--- src/rtl/pacman_sprite_reader_pkg.sv ---
// Shared types and constants for the Pac-Man sprite reader.
// Sprite ROM map: index s occupies rows s*32 .. s*32+31.
package pacman_pkg;

  localparam int SPRITE_W = 32;

  // Index of the mouth-closed sprite, shared by every direction.
  localparam logic [2:0] SPR_CLOSED = 3'd4;

  typedef enum logic [1:0] {
    DIR_LEFT  = 2'd0,
    DIR_RIGHT = 2'd1,
    DIR_UP    = 2'd2,
    DIR_DOWN  = 2'd3
  } dir_t;

  typedef enum logic {
    PH_OPEN   = 1'b0,
    PH_CLOSED = 1'b1
  } phase_t;

  function automatic logic [7:0] sprite_addr(input logic [2:0] idx,
                                             input logic [4:0] row);
    return {idx, row};
  endfunction

endpackage

--- src/rtl/pacman_sprite_reader_if.sv ---
// Sprite ROM read port: row address out, combinational row data back.
interface pacman_sprite_reader_if;

  logic [7:0]  rom_addr;
  logic [31:0] rom_data;

  modport master (output rom_addr, input  rom_data);
  modport slave  (input  rom_addr, output rom_data);

endinterface

--- src/rtl/pacman_sprite_reader_anim_ctrl.sv ---
// Mouth animation sequencer; only compiled with PACMAN_ANIM_EN defined.
//
//   state     | meaning
//   ----------+-----------------------------------------------
//   PH_OPEN   | per-direction sprite shown (mouth open)
//   PH_CLOSED | SPR_CLOSED sprite shown for every direction
//
// Advances only on frame_start. While moving, the counter runs
// 0..ANIM_FRAMES-1 and the phase flips on the wrap; a still frame
// parks the mouth open with the counter cleared.
module pacman_anim_ctrl
  import pacman_pkg::*;
#(
  parameter int ANIM_FRAMES = 8
) (
  input  logic Clk,
  input  logic Reset_n,
  input  logic frame_start,
  input  logic moving,
  output logic phase_closed
);

  localparam int              CNT_W    = $clog2(ANIM_FRAMES) + 1;
  localparam logic [CNT_W-1:0] CNT_LAST = CNT_W'(ANIM_FRAMES - 1);

  phase_t           phase_q, phase_d;
  logic [CNT_W-1:0] cnt_q, cnt_d;

  // Phase state and frame counter registers.
  always_ff @(posedge Clk or negedge Reset_n) begin
    if (!Reset_n) begin
      phase_q <= PH_OPEN;
      cnt_q   <= '0;
    end else begin
      phase_q <= phase_d;
      cnt_q   <= cnt_d;
    end
  end

  // Next phase / count, evaluated only on a frame boundary.
  always_comb begin
    phase_d = phase_q;
    cnt_d   = cnt_q;
    if (frame_start) begin
      if (!moving) begin
        cnt_d   = '0;
        phase_d = PH_OPEN;
      end else if (cnt_q == CNT_LAST) begin
        cnt_d   = '0;
        phase_d = (phase_q == PH_OPEN) ? PH_CLOSED : PH_OPEN;
      end else begin
        cnt_d = cnt_q + 1'b1;
      end
    end
  end

  assign phase_closed = (phase_q == PH_CLOSED);

endmodule

--- src/rtl/pacman_sprite_reader.sv ---
// Per-pixel Pac-Man sprite reader: box test and ROM row address in
// stage 1, pixel bit extraction from the returned row in stage 2.
// Sprite width comes from pacman_pkg::SPRITE_W (fixed to the ROM row).
// Build option: PACMAN_ANIM_EN enables the mouth open/closed animation;
// without it the open sprite for the latched direction is always shown.
module pacman_sprite_reader
  import pacman_pkg::*;
#(
  parameter int COORD_W     = 10,
  parameter int ANIM_FRAMES = 8
) (
  input  logic               Clk,
  input  logic               Reset_n,
  input  logic               frame_start,
  input  logic [COORD_W-1:0] draw_x,
  input  logic [COORD_W-1:0] draw_y,
  input  logic [COORD_W-1:0] pac_x,
  input  logic [COORD_W-1:0] pac_y,
  input  logic [1:0]         dir_in,
  input  logic               moving,
  pacman_sprite_reader_if.master rom_if,
  output logic               pixel_on,
  output logic               in_sprite
);

  dir_t         dir_q;
  logic [2:0]   idx;
  logic [COORD_W:0] dx, dy;
  logic         in_box;

  logic         in_box_q;
  logic [4:0]   col_q;
  logic [7:0]   rom_addr_q;
  logic         pixel_on_q;
  logic         in_sprite_q;

  // Direction is only sampled on a frame boundary so a frame never tears.
  always_ff @(posedge Clk or negedge Reset_n) begin
    if (!Reset_n)         dir_q <= DIR_LEFT;
    else if (frame_start) dir_q <= dir_t'(dir_in);
  end

`ifdef PACMAN_ANIM_EN
  logic phase_closed;

  pacman_anim_ctrl #(
    .ANIM_FRAMES (ANIM_FRAMES)
  ) u_anim (
    .Clk          (Clk),
    .Reset_n      (Reset_n),
    .frame_start  (frame_start),
    .moving       (moving),
    .phase_closed (phase_closed)
  );

  // Closed mouth overrides the direction sprite.
  always_comb begin
    idx = {1'b0, dir_q};
    if (phase_closed) idx = SPR_CLOSED;
  end
`else
  logic unused_moving;
  localparam int unused_anim_frames = ANIM_FRAMES;
  assign unused_moving = moving;

  // Open-mouth sprite for the latched direction, always.
  always_comb begin
    idx = {1'b0, dir_q};
  end
`endif

  // One extra bit catches the borrow, so pac > draw never aliases inside.
  assign dx = {1'b0, draw_x} - {1'b0, pac_x};
  assign dy = {1'b0, draw_y} - {1'b0, pac_y};

  assign in_box = !dx[COORD_W] && !dy[COORD_W]
               && (dx[COORD_W-1:0] < COORD_W'(SPRITE_W))
               && (dy[COORD_W-1:0] < COORD_W'(SPRITE_W));

  // Stage 1: box flag, column, and ROM row address (held while outside).
  always_ff @(posedge Clk or negedge Reset_n) begin
    if (!Reset_n) begin
      in_box_q   <= 1'b0;
      col_q      <= '0;
      rom_addr_q <= '0;
    end else begin
      in_box_q <= in_box;
      col_q    <= dx[4:0];
      if (in_box) rom_addr_q <= sprite_addr(idx, dy[4:0]);
    end
  end

  assign rom_if.rom_addr = rom_addr_q;

  // Stage 2: pick the pixel bit; bit 31 is the leftmost column, so the
  // bit index 31-col is simply the 5-bit complement of col.
  always_ff @(posedge Clk or negedge Reset_n) begin
    if (!Reset_n) begin
      pixel_on_q  <= 1'b0;
      in_sprite_q <= 1'b0;
    end else begin
      pixel_on_q  <= in_box_q & rom_if.rom_data[~col_q];
      in_sprite_q <= in_box_q;
    end
  end

  assign pixel_on  = pixel_on_q;
  assign in_sprite = in_sprite_q;

endmodule

--- src/flat_wrapper.sv ---
// flat-port wrapper written by rule: the top's interface ports become plain ports
module pacman_sprite_reader_flat import pacman_pkg::*;
#(
  parameter int COORD_W     = 10,
  parameter int ANIM_FRAMES = 8
)
  (Clk, Reset_n, frame_start, draw_x, draw_y, pac_x, pac_y, dir_in, moving, pixel_on, in_sprite, rom_if_rom_addr, rom_if_rom_data);
  pacman_sprite_reader_if rom_if_i ();
  input  logic Clk;
  input  logic Reset_n;
  input  logic frame_start;
  input  logic [COORD_W-1:0] draw_x;
  input  logic [COORD_W-1:0] draw_y;
  input  logic [COORD_W-1:0] pac_x;
  input  logic [COORD_W-1:0] pac_y;
  input  logic [1:0] dir_in;
  input  logic moving;
  output logic pixel_on;
  output logic in_sprite;
  output wire logic [$bits(rom_if_i.rom_addr)-1:0] rom_if_rom_addr;
  input wire logic [$bits(rom_if_i.rom_data)-1:0] rom_if_rom_data;
  assign rom_if_rom_addr = rom_if_i.rom_addr;
  assign rom_if_i.rom_data = rom_if_rom_data;
  pacman_sprite_reader #(.COORD_W(COORD_W), .ANIM_FRAMES(ANIM_FRAMES)) u_core (.Clk(Clk), .Reset_n(Reset_n), .frame_start(frame_start), .draw_x(draw_x), .draw_y(draw_y), .pac_x(pac_x), .pac_y(pac_y), .dir_in(dir_in), .moving(moving), .rom_if(rom_if_i), .pixel_on(pixel_on), .in_sprite(in_sprite));
endmodule
--- config.mk ---
export PLATFORM = sky130hd
export DESIGN_NAME = pacman_sprite_reader_flat
export DESIGN_NICKNAME = d
export VERILOG_FILES = /design/src/rtl/pacman_sprite_reader_pkg.sv /design/src/rtl/pacman_sprite_reader_if.sv /design/src/rtl/pacman_sprite_reader_anim_ctrl.sv /design/src/rtl/pacman_sprite_reader.sv /design/src/flat_wrapper.sv
export SDC_FILE = /design/constraint.sdc
export NUM_CORES = 1
export LEC_CHECK = 0
export CAP_MARGIN = 20
export CORE_MARGIN = 2
export CORE_UTILIZATION = 45
export DETAILED_ROUTE_END_ITERATION = 10
export PLACE_DENSITY = 0.87
export REMOVE_ABC_BUFFERS = 1
export SYNTH_ARGS = -nofsm -noshare
export SYNTH_HDL_FRONTEND = slang
export SYNTH_SLANG_ARGS = --single-unit
--- constraint.sdc ---
create_clock -name Clk -period 4.98 [get_ports Clk]
set_input_delay 0.996 -clock Clk [delete_from_list [all_inputs] [get_ports Clk]]
set_output_delay 0.996 -clock Clk [all_outputs]
set_load 0.01 [all_outputs]
# After elaboration in Yosys (flattened, before gate mapping)
# Index checks and enable logic that the tools add are counted.
# totals
register_bits	17
word_cells	20
# classes
n_addsub	2
order_cmp	3
mux	2
n_bitwise	2
reduce_logical	5
# ops
op	n
10-bit by 10-bit subtractor with 11-bit output	2
10-bit by 6-bit less-than comparator with 1-bit output (second input constant)	2
5-bit by 6-bit less-than comparator with 1-bit output (second input constant)	1
1-bit binary-select mux with 5-bit select	1
5-bit inverter	1
1-bit logical AND	3
1-bit logical NOT	2
1-bit AND	1
1-bit two-way mux	1

# Logic depth before layout (Yosys ltp)
# depth
depth_word	5
ltp_mapped	10
mapped_depth_nobuf	10

# Least setup slack after synthesis
# No wires, ideal clock.
# synth_path
kind	input -> register
from	input port draw_y[0]
to	register u_core.rom_addr_q[2], in the netlist u_core.rom_if.rom_addr[2]
t_arrival_ns	3.322
required_ns	4.855
slack_ns	1.533
stages	9
cell_sequence	inv_1 ha_1 fa_1 nor2b_1 o31a_1 o311ai_1 or4_4 nor4_4 mux2_2
# synth_between
elab_chain_len	5
# synth_lines
item	line	text
from (decl)	flat_wrapper.sv:13	input logic [COORD_W-1:0] draw_y;
10-bit by 10-bit subtractor with 11-bit output (*)	pacman_sprite_reader.sv:74	assign dy = {1'b0, draw_y} - {1'b0, pac_y};
branches (longest 3 deep; another with 10-bit by 6-bit less-than comparator with 1-bit output)	n/a	
1-bit logical AND (*)	pacman_sprite_reader.sv:78	&& (dy[COORD_W-1:0] < COORD_W'(SPRITE_W));
net u_core.in_box	pacman_sprite_reader.sv:29	logic in_box;
to (signal assigned)	pacman_sprite_reader.sv:89	if (in_box) rom_addr_q <= sprite_addr(idx, dy[4:0]);
to (decl)	pacman_sprite_reader.sv:33	logic [7:0] rom_addr_q;
# Mark *: on every way through the listed nets, which the timed path passes.
# A chain may end at the register's enable or synchronous reset.

# Worst setup path in the final report
# layout_path
from	input port pac_y[1]
to	register u_core.rom_addr_q[3], in the netlist u_core.rom_if.rom_addr[3]
# layout_between
elab_chain_len	5
# layout_lines
item	line	text
from (decl)	flat_wrapper.sv:15	input logic [COORD_W-1:0] pac_y;
10-bit by 10-bit subtractor with 11-bit output (*)	pacman_sprite_reader.sv:74	
branches (longest 3 deep; another with 10-bit by 6-bit less-than comparator with 1-bit output)	n/a	
1-bit logical AND (*)	pacman_sprite_reader.sv:78	
net u_core.in_box	pacman_sprite_reader.sv:29	
# Marked as above.

==> qor.txt <==
status = complete, no violations
DRT Pass-1 Iters = 4
Synth Cell Area = 1860 um^2
crit-path cells = clkdlybuf4s50_1 > inv_1 > ha_1 > nor2b_1 > o2111ai_1 > a21boi_0 > o311ai_0 > nand3_1 > nor4_4 > mux2_2
met2 Usage GRT = 37.9%
CTS clock-pin slew for the worst setup and hold paths = 0.06 ns
CTS Hold Buffers Added = 0
sequential fraction of the synthesis area = 22.8%
postcts setup bufs = 0
vias per std cell = 5.38
Peak supply drop = 0.0782 mV
worst skew pair latency = 0.25 ns
fmax = 255 MHz
GPL Wtd Cong = 0.833
Max Slew Vio Count = 0
CTS Sinks = 17
Worst Path Required = 5.11 ns
Core ar. = 4000 um^2
gr busiest metal = met2
Final period util = 78.6%
Setup Viol. Count Final = 0
Slew HR = 48.9%
DRT antenna net count = 0
Max Fanout on Critical Path = 8
DR iter-0 viols = 47
initial antenna violation count = 0
multi-input logic area = 1300 um^2
measured slew at the worst slew-check pin = 0.764 ns
top-level port count = 88
Final Util = 70.1%
Resize count post-CTS = 0
cts bufs inserted = 3
total grt overflow = 0
Pleak = 0.00125 uW
gr usage total = 20.6%
Fillers = 307
die height = 68.3 um
met3 usage = 3.78%
maximum buffer depth of the clock tree = 2
hold crit path type = reg2reg
width of the die = 68.3 um
met1 GRT Util = 23.3%
# port buffers = 85
Design Power = 492 uW
setup TNS = 0 ns
yosys warns = 0
Max Cap Violations = 0
routed wire length = 4.65 mm
Cells after Synth = 203
pin count of the biggest net entering global routing = 18
pwr dens = 176 nW/um^2
slowest CP cell = nor4_4
post-route cell area = 2800 um^2
row count = 23
first-pass GRT wire length = 7.21 mm
vias in the first global route = 1665
Post-synth ARST share = 100%
number of failing hold endpoints at the final stage = 0
drt wl/cell = 13.8 um
clock period minus worst slack = 3.92 ns
critical path launch point type = primary input
Setup Skew = 0.000510 ns
layout cell share with drive strength beyond 1 = 8.33%
placed wire-length estimate = 3.95 mm
Post-synth EDFFs = 0
RSZ-0062 raised after global routing = no
die area = 4670 um^2
crit path kind = in2reg
max incr delay on CP = 0.58 ns
area grow syn2layout = 50.4%
Reg area = 425 um^2
Starting Density = 46.6%
drc violations = 0
Synth cell types = 46
FF+latch count, synth = 17
CTS tree = done
nets@finish = 389
Placed Area = 2760 um^2
syn_area_per_cell = 9.18 um^2
H-tree levels = 1
Via Count = 1817
CTS root buf = clkbuf_8
Synth Flop Type = dfrtp_1
antenna cells = 0
endpoint class of the critical path = flip-flop
Worst Path Arrival = 4.05 ns
-- cells in the mapped netlist (all sizes together) (2+ instances only) --
| cell | count | area share (%) |
|---|---|---|
| a21o | 3 | 1.2 |
| a21boi | 2 | 0.81 |
| nor2b | 6 | 2.0 |
| o21ai | 13 | 3.5 |
| mux4 | 10 | 12 |
| nand2b | 2 | 0.67 |
| mux2i | 5 | 2.7 |
| nor3 | 2 | 0.54 |
| or2 | 3 | 1.0 |
| nand3 | 4 | 1.1 |
| clkbuf | 3 | 0.60 |
| o31a | 3 | 1.4 |
| dfrtp | 17 | 23 |
| nand2 | 8 | 1.6 |
| xnor2 | 3 | 1.4 |
| o311ai | 2 | 0.94 |
| or4 | 2 | 1.0 |
| ha | 20 | 13 |
| a21oi | 11 | 3.0 |
| o21a | 7 | 2.8 |
| inv | 32 | 6.4 |
| nor2 | 12 | 2.4 |
| mux2 | 8 | 4.8 |
| fa | 2 | 2.1 |
| o22ai | 5 | 1.7 |
| nor4 | 3 | 1.8 |
-- layout by cell type, fill, tap and decap left out, drive strengths merged, types with 2 or more instances in the layout --
master	synthesis	routed
nor2b	6	6
nor3	2	2
o22ai	5	5
a21oi	11	11
or2	3	3
a21o	3	3
inv	32	32
clkbuf	3	4
ha	20	20
fa	2	2
mux4	10	10
nor4	3	3
o21a	7	7
mux2i	5	5
o31a	3	3
o311ai	2	2
o21ai	13	13
nor2	12	12
nand2	8	8
nand3	4	4
xnor2	3	3
a21boi	2	2
nand2b	2	2
clkdlybuf4s50	0	85
mux2	8	8
dfrtp	17	17
or4	2	2
-- worst paths after layout --
path	startpoint	endpoint	slack [ns]	depth (start not counted)
worst max-delay path	pac_y[1]	u_core.rom_if.rom_addr[3]$_DFFE_PN0P_	1.06	10
worst min-delay path	u_core.in_box_q$_DFF_PN0_	u_core.in_sprite$_DFF_PN0_	0.39	0
worst max register to register	u_core.col_q[0]$_DFF_PN0_	u_core.pixel_on$_DFF_PN0_	2.95	4
worst min register to register	u_core.in_box_q$_DFF_PN0_	u_core.in_sprite$_DFF_PN0_	0.39	0
max in group asynchronous	Reset_n	u_core.rom_if.rom_addr[0]$_DFFE_PN0P_	3.31	1
min in group asynchronous	Reset_n	u_core.col_q[0]$_DFF_PN0_	1.20	1
-- flip-flops by register name, indices dropped and copies added, names as in the netlist --
name	cells
u_core.in_box_q	1
u_core.rom_if.rom_addr	7
u_core.dir_q	2
u_core.in_sprite	1
u_core.col_q	5
u_core.pixel_on	1
-- worst max-delay path, delay by kind of cell --
family | cells | cell delay, ns
mux | 1 | 0.40
fa+ha+maj | 1 | 0.26
simple gates | 3 | 0.90
compound gates | 3 | 0.92
buf+inv | 2 | 0.56
-- where the power goes --
part / total, uW / internal (uW) / switching [uW]
Combinational: 232 / 140 / 92.0
Clock: 100 / 56.7 / 43.3
Sequential: 160 / 147 / 12.6
-- cell families (layout without fill, tap and decap cells) --
| logic type | count (synthesis) | in the layout | synth area share (%) |
|---|---|---|---|
| compound gates | 53 | 53 | 18.3 |
| xor+xnor | 4 | 4 | 1.88 |
| fa+ha+maj | 22 | 22 | 15.6 |
| buf+inv | 36 | 121 | 7.46 |
| flops | 17 | 17 | 22.8 |
| mux | 23 | 23 | 19.6 |
| other cells | 1 | 1 | 0.201 |
| simple gates | 47 | 47 | 14.1 |
-- metrics by stage --
stage	hold WS, ns	setup slack (ns)	instances
detailed placement	0.385	0.819	334
global placement	0.364	0.850	334
finish	0.395	1.06	338
floorplan	0.347	1.53	199
global route	0.406	0.960	338
CTS	0.398	1.08	338
-- area by class of cell --
type                    instances  area share (%)
clock buffers                   4            1.61
inverters                      32            4.29
multi-input cells             150            46.3
flip-flops and latches         17            15.2
well taps                      50            2.23
repair buffers                 85            30.4
-- routing by layer --
metal / wire, um / vias up
li1: - / 909
met2: 2320 / 59
met4: 116 / 0
met5: 0 / -
met1: 1880 / 838
met3: 332 / 11
No activity file was read; power rests on OpenSTA's default activity.
